File: src/rtl/pg_in_if.sv
// Operand/result bundle for the prefix-adder input stage.
// Latency: none, wiring only.
// Backpressure: none; a producer may assert in_valid every cycle.
interface pg_in_if #(
   parameter int WIDTH = 16
);
   logic             in_valid;
   logic [WIDTH-1:0] x;
   logic [WIDTH-1:0] y;
   logic             c_in;
   logic             out_valid;
   logic [WIDTH-1:0] gen;
   logic [WIDTH-1:0] prop;

   // Operand source: drives the operands and observes the registered G/P result.
   modport master (
      output in_valid, x, y, c_in,
      input  out_valid, gen, prop
   );

   // G/P stage: consumes operands and drives the registered result.
   modport slave (
      input  in_valid, x, y, c_in,
      output out_valid, gen, prop
   );
endinterface

File: src/rtl/pg_in.sv
// Input stage of a parallel-prefix adder: per-bit generate/propagate, carry-in folded into bit 0.
// Latency: one cycle from an in_valid edge to gen/prop/out_valid.
// Backpressure: none; accepts an operand pair every cycle, holds results while in_valid is low.
module pg_in #(
   parameter int WIDTH = 16   // legal range 1..64
) (
   input  logic   clk,
   input  logic   rst_n,
   pg_in_if.slave bus
);

   logic [WIDTH-1:0] gen_nxt;
   logic [WIDTH-1:0] prop_nxt;
   logic [WIDTH-1:0] gen_q;
   logic [WIDTH-1:0] prop_q;
   logic             vld_q;

   // Bitwise G/P terms; bit 0 absorbs c_in so it becomes majority(x0, y0, c_in).
   always_comb begin
      prop_nxt   = bus.x ^ bus.y;
      gen_nxt    = bus.x & bus.y;
      gen_nxt[0] = (bus.x[0] & bus.y[0]) | (prop_nxt[0] & bus.c_in);
   end

   // Result registers: capture only on valid edges so idle-cycle operands
   // (possibly X) never reach the outputs. Reset clears everything at once,
   // which also discards a result that was about to be presented. Release is
   // expected to arrive clock-aligned from the reset synchronizer upstream.
   always_ff @(posedge clk or negedge rst_n) begin
      if (!rst_n) begin
         vld_q  <= 1'b0;
         gen_q  <= '0;
         prop_q <= '0;
      end else begin
         vld_q <= bus.in_valid;
         if (bus.in_valid) begin
            gen_q  <= gen_nxt;
            prop_q <= prop_nxt;
         end
      end
   end

   assign bus.out_valid = vld_q;
   assign bus.gen       = gen_q;
   assign bus.prop      = prop_q;

endmodule

File: src/flat_wrapper.sv
// flat-port wrapper written by rule: the top's interface ports become plain ports
module pg_in_flat 
#(
   parameter int WIDTH = 16                       
)
  (clk, rst_n, bus_in_valid, bus_x, bus_y, bus_c_in, bus_out_valid, bus_gen, bus_prop);
  pg_in_if #(.WIDTH(WIDTH)) bus_i ();
  input  logic clk;
  input  logic rst_n;
  input wire logic [$bits(bus_i.in_valid)-1:0] bus_in_valid;
  input wire logic [$bits(bus_i.x)-1:0] bus_x;
  input wire logic [$bits(bus_i.y)-1:0] bus_y;
  input wire logic [$bits(bus_i.c_in)-1:0] bus_c_in;
  output wire logic [$bits(bus_i.out_valid)-1:0] bus_out_valid;
  output wire logic [$bits(bus_i.gen)-1:0] bus_gen;
  output wire logic [$bits(bus_i.prop)-1:0] bus_prop;
  assign bus_i.in_valid = bus_in_valid;
  assign bus_i.x = bus_x;
  assign bus_i.y = bus_y;
  assign bus_i.c_in = bus_c_in;
  assign bus_out_valid = bus_i.out_valid;
  assign bus_gen = bus_i.gen;
  assign bus_prop = bus_i.prop;
  pg_in #(.WIDTH(WIDTH)) u_core (.clk(clk), .rst_n(rst_n), .bus(bus_i));
endmodule
File: config.mk
export PLATFORM = sky130hd
export DESIGN_NAME = pg_in_flat
export DESIGN_NICKNAME = d
export VERILOG_FILES = /design/src/rtl/pg_in_if.sv /design/src/rtl/pg_in.sv /design/src/flat_wrapper.sv
export SDC_FILE = /design/constraint.sdc
export NUM_CORES = 1
export LEC_CHECK = 0
export CAP_MARGIN = 25
export CORE_UTILIZATION = 39
export CTS_BUF_LIST = sky130_fd_sc_hd__clkbuf_8
export CTS_CLUSTER_SIZE = 10
export DETAILED_ROUTE_END_ITERATION = 7
export HOLD_SLACK_MARGIN = 0.1
export PLACE_DENSITY = 0.8
export SLEW_MARGIN = 20
export SYNTH_ARGS = -nofsm -noshare
export SYNTH_HDL_FRONTEND = slang
export SYNTH_SLANG_ARGS = --single-unit
File: constraint.sdc
create_clock -name clk -period 0.8 [get_ports clk]
set_input_delay 0.16 -clock clk [delete_from_list [all_inputs] [get_ports clk]]
set_output_delay 0.16 -clock clk [all_outputs]
set_load 0.01 [all_outputs]
* After elaboration in Yosys (flattened, before gate mapping)
Index checks and enable logic that the tools add are counted.
Storage, ports and cells: register bits 33, bits of input ports 36, output and inout bits 33, logic and storage cells 8
Cells by class: bitwise operators 5
Operators with widths (number):
- AND 16 bit | 1
- XOR 16 bit | 1
- AND 1 bit | 2
- OR 1 bit | 1

* Longest topological paths before layout
Gate-level depths: netlist of run 1.
depth after elaboration 3, gate-level depth with buffers 4, mapped depth without buffers 3

* Worst setup path after synthesis of run 1
Ideal clock, no wire load.
kind in2reg, start in bus_in_valid, end reg u_core.gen_q[10], in the netlist u_core.bus.gen[10], library setup time 0.125 ns, arrival 0.707 ns, data required time 0.675 ns, slack -0.032 ns, cell stages on the path 3, path buffers 2, cells stage by stage buf_6 buf_12 mux2_4
RTL lines:
- from (decl) | line flat_wrapper.sv:10 | input wire logic [$bits(bus_i.in_valid)-1:0] bus_in_valid;
- to (signal assigned) | line pg_in.sv:37 | gen_q <= gen_nxt;
- to (decl) | line pg_in.sv:14 | logic [WIDTH-1:0] gen_q;
No word-level cell between the ends.

* Worst setup path after layout of run 1
start reg u_core.prop_q[2], in the netlist u_core.bus.prop[2], end out bus_prop[2]
RTL lines:
- from (decl) | line pg_in.sv:15 | logic [WIDTH-1:0] prop_q;
- from (signal assigned) | line pg_in.sv:38 | prop_q <= prop_nxt;
- to (decl) | line flat_wrapper.sv:16 | output wire logic [$bits(bus_i.prop)-1:0] bus_prop;
No word-level cell between the ends.

==> results of run 1 <==
[final timing paths]
kind                                     startpoint                    to  slack, ns  cells past startpoint
worst min-delay path                          rst_n    u_core.bus.prop[9]       0.24                      2
worst max-delay path             u_core.bus.prop[2]           bus_prop[2]      -0.19                      1
max in group asynchronous                     rst_n    u_core.bus.gen[15]       0.38                      2
min in group clk                       bus_in_valid  u_core.bus.out_valid       0.25                      2
worst min register to register  u_core.bus.prop[10]   u_core.bus.prop[10]       0.50                      1
worst max register to register   u_core.bus.prop[2]    u_core.bus.prop[2]      -0.12                      2
[cell type report]
cell class                      instances  share of cell area
Clock inverter                          3             0.00568
Multi-Input combinational cell         50               0.280
Sequential cell                        33               0.341
Timing Repair Buffer                   94               0.320
Tap cell                               48              0.0248
Clock buffer                            5              0.0284
[where the power goes]
| part | switching, W | internal, W |
|---|---|---|
| Clock | 0.000579 | 0.000589 |
| Sequential | 0.000124 | 0.00187 |
| Combinational | 0.000424 | 0.000778 |
[routing by layer]
| metal | track usage | vias up | wire length [µm] |
|---|---|---|---|
| met3 | 0.0573 | 2 | 264 |
| met4 | 0.0652 | 0 | 23 |
| met2 | 0.308 | 46 | 1740 |
| met5 | 0 | - | 0 |
| met1 | 0.199 | 502 | 1320 |
| li1 | - | 501 | - |
[metrics by stage]
step           TNS (ns)  power, W   util  cells  cell area (µm²)
6_report          -7.11   0.00436  0.647    233             2420
5_1_grt           -8.77   0.00462  0.647    233             2420
4_1_cts           -7.05   0.00432  0.624    228             2330
3_5_place_dp     -20.46   0.00327  0.628    210             2350
3_3_place_gp     -19.62   0.00321  0.628    210             2350
2_1_floorplan    -0.604   0.00251      -     87             1570
[logic make-up (layout without fill, tap and decap cells)]
logic type | after synthesis | in the layout | share of synthesized area
and+or+nand+nor | 1 | 1 | 0.00240
buffers and inverters | 4 | 102 | 0.0456
DFF | 33 | 33 | 0.528
AOI/OAI and AO/OA | 2 | 2 | 0.00640
muxes | 31 | 31 | 0.290
adders and majority gates | 16 | 16 | 0.128
[flip-flops by register name, indices dropped and copies added, names as in the netlist]
name,cells
u_core.bus.gen,16
u_core.bus.prop,16
u_core.bus.out_valid,1
[cell usage in the layout (no fill, tap or decap), drive strengths merged]
cell | Yosys | layout
inv | 0 | 1
clkdlybuf4s50 | 0 | 2
nor2 | 1 | 1
buf | 4 | 60
mux2 | 31 | 31
a21oi | 2 | 2
ha | 16 | 16
dlygate4sd2 | 0 | 32
clkbuf | 0 | 5
clkinv | 0 | 2
dfrtp | 33 | 33
[repair_timing]
item	CTS	global route
pin swaps	16	1
hold endpoints to repair	0	0
setup endpoints to repair	65	52
resized for setup	172	11
setup buffers	12	5
==> impl_metrics.ini, run 1 <==
[floorplan]
rows = 22
initial_core_util = 0.418
die_x_um = 65.4
die_y_um = 65.4
core_um2 = 3740
die_area_um2 = 4270
ios = 69

[worst_setup_path]
critPathMaxFanout = 2
critPathCaptureType = output pin
critical_path_buf_inv_count = 1
crit_arrival_ns = 0.83
slowest_stage = dfrtp_1
path_class = register to output pin
required_ns = 0.64
path_cells = buf_2
max_stage_delay_ns = 0.40
crit_family = flip-flops
cp-start-kind = register

[sta]
fmax_mhz = 1010
fin_crit_sh = 1.24
worstMarginPinSlew_ns = 0.177
grt_setup_unrepaired = true
setup_viol_count_final = 55
period_needed_ns = 0.989
timing.hold.ws_ns = 0.243
relSlewSlack = 0.882
hold_viol_final = 0
maxSlewViolCount = 0
finClkSkew_ns = 0
worst_slack_ns = -0.189

[finish]
register_area_um2 = 826
syn_to_final_growth_pct = 54.8
multi_input_area_um2 = 679
drive_gt1_frac = 0.530
finalNetCount = 236
n_antenna_cell = 0
n_fill_cell = 284

[run]
maxCapViolCount = 0

[power_and_ir_drop]
leakage_nw = 1.32
power_per_cell_area_nw_per_um2 = 1800
ir_drop_mv = 1.27

[place]
place.port_buffers = 68
post-dp-hpwl_um = 2450
place_ws_ns = -0.480
place_congestion = 0.667

[hold_path]
hp-class = input pin to asynchronous set/reset pin

[global_route]
grt_overflow = 0
antenna_found_initial = 0
track_usage = 0.176
grt_pass1_wl_um = 5440
grt_pass1_vias = 1142
grt_max_degree = 34

[yosys]
netlist_instances = 87
yosysSeqAreaShare = 0.528
synth_top_cell_area_share = 0.528
synth_common_cells = dfrtp_1 (33), mux2_4 (28), ha_1 (16)
synth_warnings = 0
synth_top_cell_by_area = dfrtp_1
syn-num-nets = 139
syn_area_um2 = 1570
ys_ff_latch = 33
ys_top_cells_by_area = dfrtp_1 (53%), mux2_4 (27%), ha_1 (13%), buf_12 (3.8%), mux2_2 (2.2%)
synthMostInstantiatedCell = dfrtp_1
async_reset_ff_frac = 1.00
synth.distinct_cells = 8
ys.flop_type = dfrtp_1
synth_edf_count = 0
syn_avg_cell_area_um2 = 18.0

[clocking]
hold_buffers = 0
cts_tree = built
cts_buffer_depth = 2
cts_root_buf = clkbuf_8
insertion_delay_ns = 0.28
clk_pin_slew_worst_paths_ns = 0.07
cts_htree_levels = 2
numCtsBuffers = 5
cts.sinks = 33

[status]
violations = negative setup slack
outcome = finished, violations left

[detailed_routing]
drc = 0
vias = 1051
drt_iter0_markers = 18
ant_nets = 0
drt_wl_total_um = 3350
viasPerCell = 4.51
wire_per_inst_um = 14.4
first_pass_iters = 4
Power figures use the tool's default switching activity.
==> run 2, diff against run 1 <==
--- a/config.mk
+++ b/config.mk
@@ -6,6 +6,7 @@
 export NUM_CORES = 1
 export LEC_CHECK = 0
 export CAP_MARGIN = 25
+export CORE_MARGIN = 2
 export CORE_UTILIZATION = 39
 export CTS_BUF_LIST = sky130_fd_sc_hd__clkbuf_8
 export CTS_CLUSTER_SIZE = 10
==> impl_metrics.ini, run 2 (synthesis results as in run 1) <==
[power_and_ir_drop]
power_per_cell_area_nw_per_um2 = 1790
total_power_w = 0.00433
ir_drop_mv = 1.08
leakage_nw = 1.32

[finish]
layout_commonest_cell = dfrtp_1
drive_gt1_frac = 0.543
final_util = 0.613
finalNetCount = 237
n_fill_cell = 320
most-common-layout-cells = dfrtp_1 (33), dlygate4sd2_1 (32), mux2_4 (31), buf_2 (31), buf_4 (18)
syn_to_final_growth_pct = 54.4
fin_cells = 236
n_antenna_cell = 0

[sta]
setup_viol_count_final = 56
finClkSkew_ns = 0
hold_viol_final = 0
fmax_mhz = 1030
period_needed_ns = 0.970
worst_slack_ns = -0.170
timing.hold.ws_ns = 0.253
grt_setup_unrepaired = true
worstMarginPinSlew_ns = 0.182
fin_crit_sh = 1.21
relSlewSlack = 0.878
setup_tns_ns = -6.77
maxSlewViolCount = 0

[worst_setup_path]
required_ns = 0.64
max_stage_delay_ns = 0.39
critical_path_buf_inv_count = 1
path_class = register to output pin
crit_arrival_ns = 0.81
slowest_stage = dfrtp_1
path_cells = buf_2
cp-start-kind = register
critPathMaxFanout = 2
crit_family = flip-flops
critPathCaptureType = output pin

[clocking]
numCtsBuffers = 5
cts_tree = built
cts.sinks = 33
cts_buffer_depth = 2
clk_pin_slew_worst_paths_ns = 0.07
cts_root_buf = clkbuf_8
cts_htree_levels = 2
insertion_delay_ns = 0.27

[floorplan]
die_y_um = 67.4
initial_core_util = 0.397
ios = 69
die_x_um = 67.4
rows = 23
die_area_um2 = 4540
core_um2 = 3940

[global_route]
track_usage = 0.160
grt_overflow = 0
grt_pass1_wl_um = 5240
grt_pass1_vias = 1158
antenna_found_initial = 0
grt_max_degree = 34

[detailed_routing]
drc = 0
first_pass_iters = 4
wire_per_inst_um = 14.4
drt_iter0_markers = 51
ant_nets = 0
drt_wl_total_um = 3400
viasPerCell = 4.53
vias = 1068

[place]
post-dp-hpwl_um = 2510
place.port_buffers = 68
place_congestion = 0.634
dp.cells = 213

[run]
maxCapViolCount = 0

[hold_path]
hp-class = input pin to asynchronous set/reset pin

[status]
violations = negative setup slack
outcome = finished, violations left
[run 2: cell count changes in the layout (fill, tap and decap cells not counted)]
| cell | before | now |
|---|---|---|
| buf_6 | 16 | 9 |
| buf_4 | 12 | 18 |
| buf_2 | 29 | 31 |
| ha_1 | 16 | 15 |
| ha_4 | 0 | 1 |
| nor2_1 | 1 | 0 |
| nor2_2 | 0 | 1 |
[run 2: final timing paths]
path / start / to / slack (ns) / depth (start not counted)
setup / recovery: u_core.bus.prop[15] / bus_prop[15] / -0.17 / 1
hold / removal: rst_n / u_core.bus.gen[6] / 0.25 / 2
setup reg to reg: u_core.bus.prop[11] / u_core.bus.prop[11] / -0.10 / 2
hold reg to reg: u_core.bus.gen[13] / u_core.bus.gen[13] / 0.51 / 1
max in group asynchronous: rst_n / u_core.bus.prop[10] / 0.37 / 2
min in group clk: bus_in_valid / u_core.bus.out_valid / 0.25 / 2
[run 2: power by group]
part	internal (W)	total, W	leakage (nW)	switching (W)
Combinational	0.000764	0.00119	0.864	0.000431
Clock	0.000589	0.00115	0.0491	0.000565
Sequential	0.00187	0.00198	0.404	0.000114
[run 2: through the flow]
step           area, µm²  setup WS (ns)
2_1_floorplan       1570        -0.0227
3_3_place_gp        2360         -0.445
3_5_place_dp        2360         -0.508
4_1_cts             2340         -0.187
5_1_grt             2420         -0.222
6_report            2420         -0.170
[run 2: repair_timing]
item,4_1_cts,5_1_grt
buffers inserted,11,7
pin swaps,16,0
gates resized for setup,173,5
hold endpoints to repair,0,0
hold buffers,0,0
setup endpoints to repair,65,49
[run 2: cell type report]
| type | instances | area (µm²) | share of cell area |
|---|---|---|---|
| Sequential cell | 33 | 826 | 0.342 |
| Timing Repair Buffer | 95 | 752 | 0.311 |
| Multi-Input combinational cell | 50 | 694 | 0.287 |
| Clock buffer | 5 | 68.8 | 0.0285 |
| Tap cell | 50 | 62.6 | 0.0259 |
| Clock inverter | 3 | 13.8 | 0.00569 |
[run 2: routing by layer]
metal	vias to the layer above	global-route usage	part of all wire
li1	503	-	-
met2	35	0.288	0.55
met3	6	0.0483	0.047
met5	-	0	0
met1	524	0.172	0.39
met4	0	0.0740	0.014
==> run 3, diff against run 2 <==
--- a/config.mk
+++ b/config.mk
@@ -6,13 +6,12 @@
 export NUM_CORES = 1
 export LEC_CHECK = 0
 export CAP_MARGIN = 25
-export CORE_MARGIN = 2
-export CORE_UTILIZATION = 39
+export CORE_UTILIZATION = 43
 export CTS_BUF_LIST = sky130_fd_sc_hd__clkbuf_8
 export CTS_CLUSTER_SIZE = 10
 export DETAILED_ROUTE_END_ITERATION = 7
 export HOLD_SLACK_MARGIN = 0.1
-export PLACE_DENSITY = 0.8
+export PLACE_DENSITY = 0.84
 export SLEW_MARGIN = 20
 export SYNTH_ARGS = -nofsm -noshare
 export SYNTH_HDL_FRONTEND = slang
==> constraint.sdc (replaced) <==
create_clock -name clk -period 1.1 [get_ports clk]
set_input_delay 0.22 -clock clk [delete_from_list [all_inputs] [get_ports clk]]
set_output_delay 0.22 -clock clk [all_outputs]
set_load 0.01 [all_outputs]
==> impl_metrics.ini, run 3 (synthesis results as in run 1) <==
[power_and_ir_drop]
ir_drop_mv = 0.836
total_power_w = 0.00318
power_switching_w = 0.000775
power_per_cell_area_nw_per_um2 = 1380
combPwrFrac = 0.241
swShare = 0.244
pwr-share-clk = 0.308
leakage_nw = 1.19
seq_power_share = 0.451
intPower_w = 0.00241

[worst_setup_path]
critPathMaxFanout = 1
critPathCaptureType = register
path_class = input pin to register
crit_arrival_ns = 1.21
critical_path_buf_inv_count = 1
slowest_stage = clkdlybuf4s50_1
required_ns = 1.26
path_cells = clkdlybuf4s50_1 -> ha_1 -> mux2_2
crit_family = buffers and inverters
cp-start-kind = input pin
max_stage_delay_ns = 0.41

[sta]
finClkSkew_ns = 0
grt_setup_unrepaired = false
fmax_mhz = 957
period_needed_ns = 1.04
maxSlewViolCount = 0
setup_viol_count_final = 0
hold_viol_final = 0
relSlewSlack = 0.884
fin_crit_sh = 0.950
worstMarginPinSlew_ns = 0.175

[global_route]
grt_overflow = 0
antenna_found_initial = 0
grt_pass1_vias = 1161
grt_pass1_wl_um = 5390
grt_max_degree = 34
track_usage = 0.185

[finish]
fin_cells = 217
finalNetCount = 222
drive_gt1_frac = 0.497
syn_to_final_growth_pct = 47.2
layout_commonest_cell = clkdlybuf4s50_1
design_area_um2 = 2300
most-common-layout-cells = clkdlybuf4s50_1 (34), buf_2 (33), dfrtp_1 (33), mux2_4 (28), ha_1 (16)
n_antenna_cell = 0

[detailed_routing]
ant_nets = 0
wire_per_inst_um = 14.3
first_pass_iters = 3
drc = 0
vias = 1001
drt_iter0_markers = 18
viasPerCell = 4.61
drt_wl_total_um = 3100

[floorplan]
core_um2 = 3420
rows = 21
die_area_um2 = 3890
die_x_um = 62.3
ios = 69
initial_core_util = 0.458
die_y_um = 62.3

[clocking]
cts_root_buf = clkbuf_8
cts_htree_levels = 2
numCtsBuffers = 5
insertion_delay_ns = 0.27
clk_pin_slew_worst_paths_ns = 0.06
hold_buffers = 0
cts_buffer_depth = 2
cts.sinks = 33
cts_tree = built

[place]
place.port_buffers = 68
place_congestion = 0.748
post-dp-hpwl_um = 2290
dp.cells = 202
placed_cell_area_um2 = 2310

[hold_path]
hp-class = input pin to asynchronous set/reset pin

[status]
outcome = completed

[run]
maxCapViolCount = 0
-- run 3: cell count changes in the layout (fill, tap and decap cells not counted), moves of 2 or more --
cell,before,now
buf_2,31,33
buf_6,9,0
buf_4,18,8
clkdlybuf4s50_1,2,34
dlygate4sd2_1,32,0
mux2_4,31,28
mux2_2,0,3
clkbuf_8,5,7
-- run 3: what timing repair did --
item	4_1_cts	5_1_grt
gates resized for setup	130	1
endpoints found under the setup margin	33	1
buffers inserted	7	0
-- run 3: path summary, 6_finish.rpt --
check,cells past startpoint,to,slack (ns),start
max,3,u_core.bus.prop[11],0.06,bus_y[11]
min,2,u_core.bus.prop[5],0.30,rst_n
max reg2reg,2,u_core.bus.prop[3],0.22,u_core.bus.prop[3]
min reg2reg,1,u_core.bus.prop[4],0.51,u_core.bus.prop[4]
max in group asynchronous,2,u_core.bus.prop[12],0.63,rst_n
min in group clk,2,u_core.bus.out_valid,0.31,bus_in_valid
-- run 3: routing by layer --
metal  share of wire  vias to the layer above  GRT usage  wire length [µm]
met1            0.41                      489      0.204              1280
met3           0.050                        4     0.0423               155
met5               0                        -          0                 0
met4           0.014                        0     0.0959                42
li1                -                      472          -                 -
met2            0.52                       36      0.328              1620
-- run 3: final cells by class --
class,instances,area [µm²]
Multi-Input combinational cell,50,668
Fill cell,263,1110
Clock buffer,7,96.3
Tap cell,46,57.6
Clock inverter,1,5.00
Sequential cell,33,826
Timing Repair Buffer,80,651
-- run 3: per-stage QoR --
stage | hold WS [ns] | setup WS [ns] | setup TNS (ns) | utilization
CTS | 0.298 | 0.00334 | 0 | 0.676
detailed placement | 0.491 | -0.244 | -5.09 | 0.678
floorplan | -0.0756 | 0.208 | 0 | -
finish | 0.300 | 0.0552 | 0 | 0.674
global route | 0.307 | 0.0240 | 0 | 0.674
global placement | 0.492 | -0.204 | -4.52 | 0.678
-- run 3: power by group through the flow --
stage                     Combinational [W]  Clock (W)  Sequential [W]
final                              0.000767   0.000978         0.00143
after global routing               0.000828    0.00107         0.00145
after CTS                          0.000779    0.00101         0.00144
after detailed placement           0.000874          0         0.00146
after global placement             0.000850          0         0.00145
after floorplan                    0.000302          0         0.00152
-- run 3: worst register-to-register path, cell delays in order, from the launching register on --
cell	delay, ns
dfrtp_1	0.39
buf_4	0.13
mux2_4	0.25
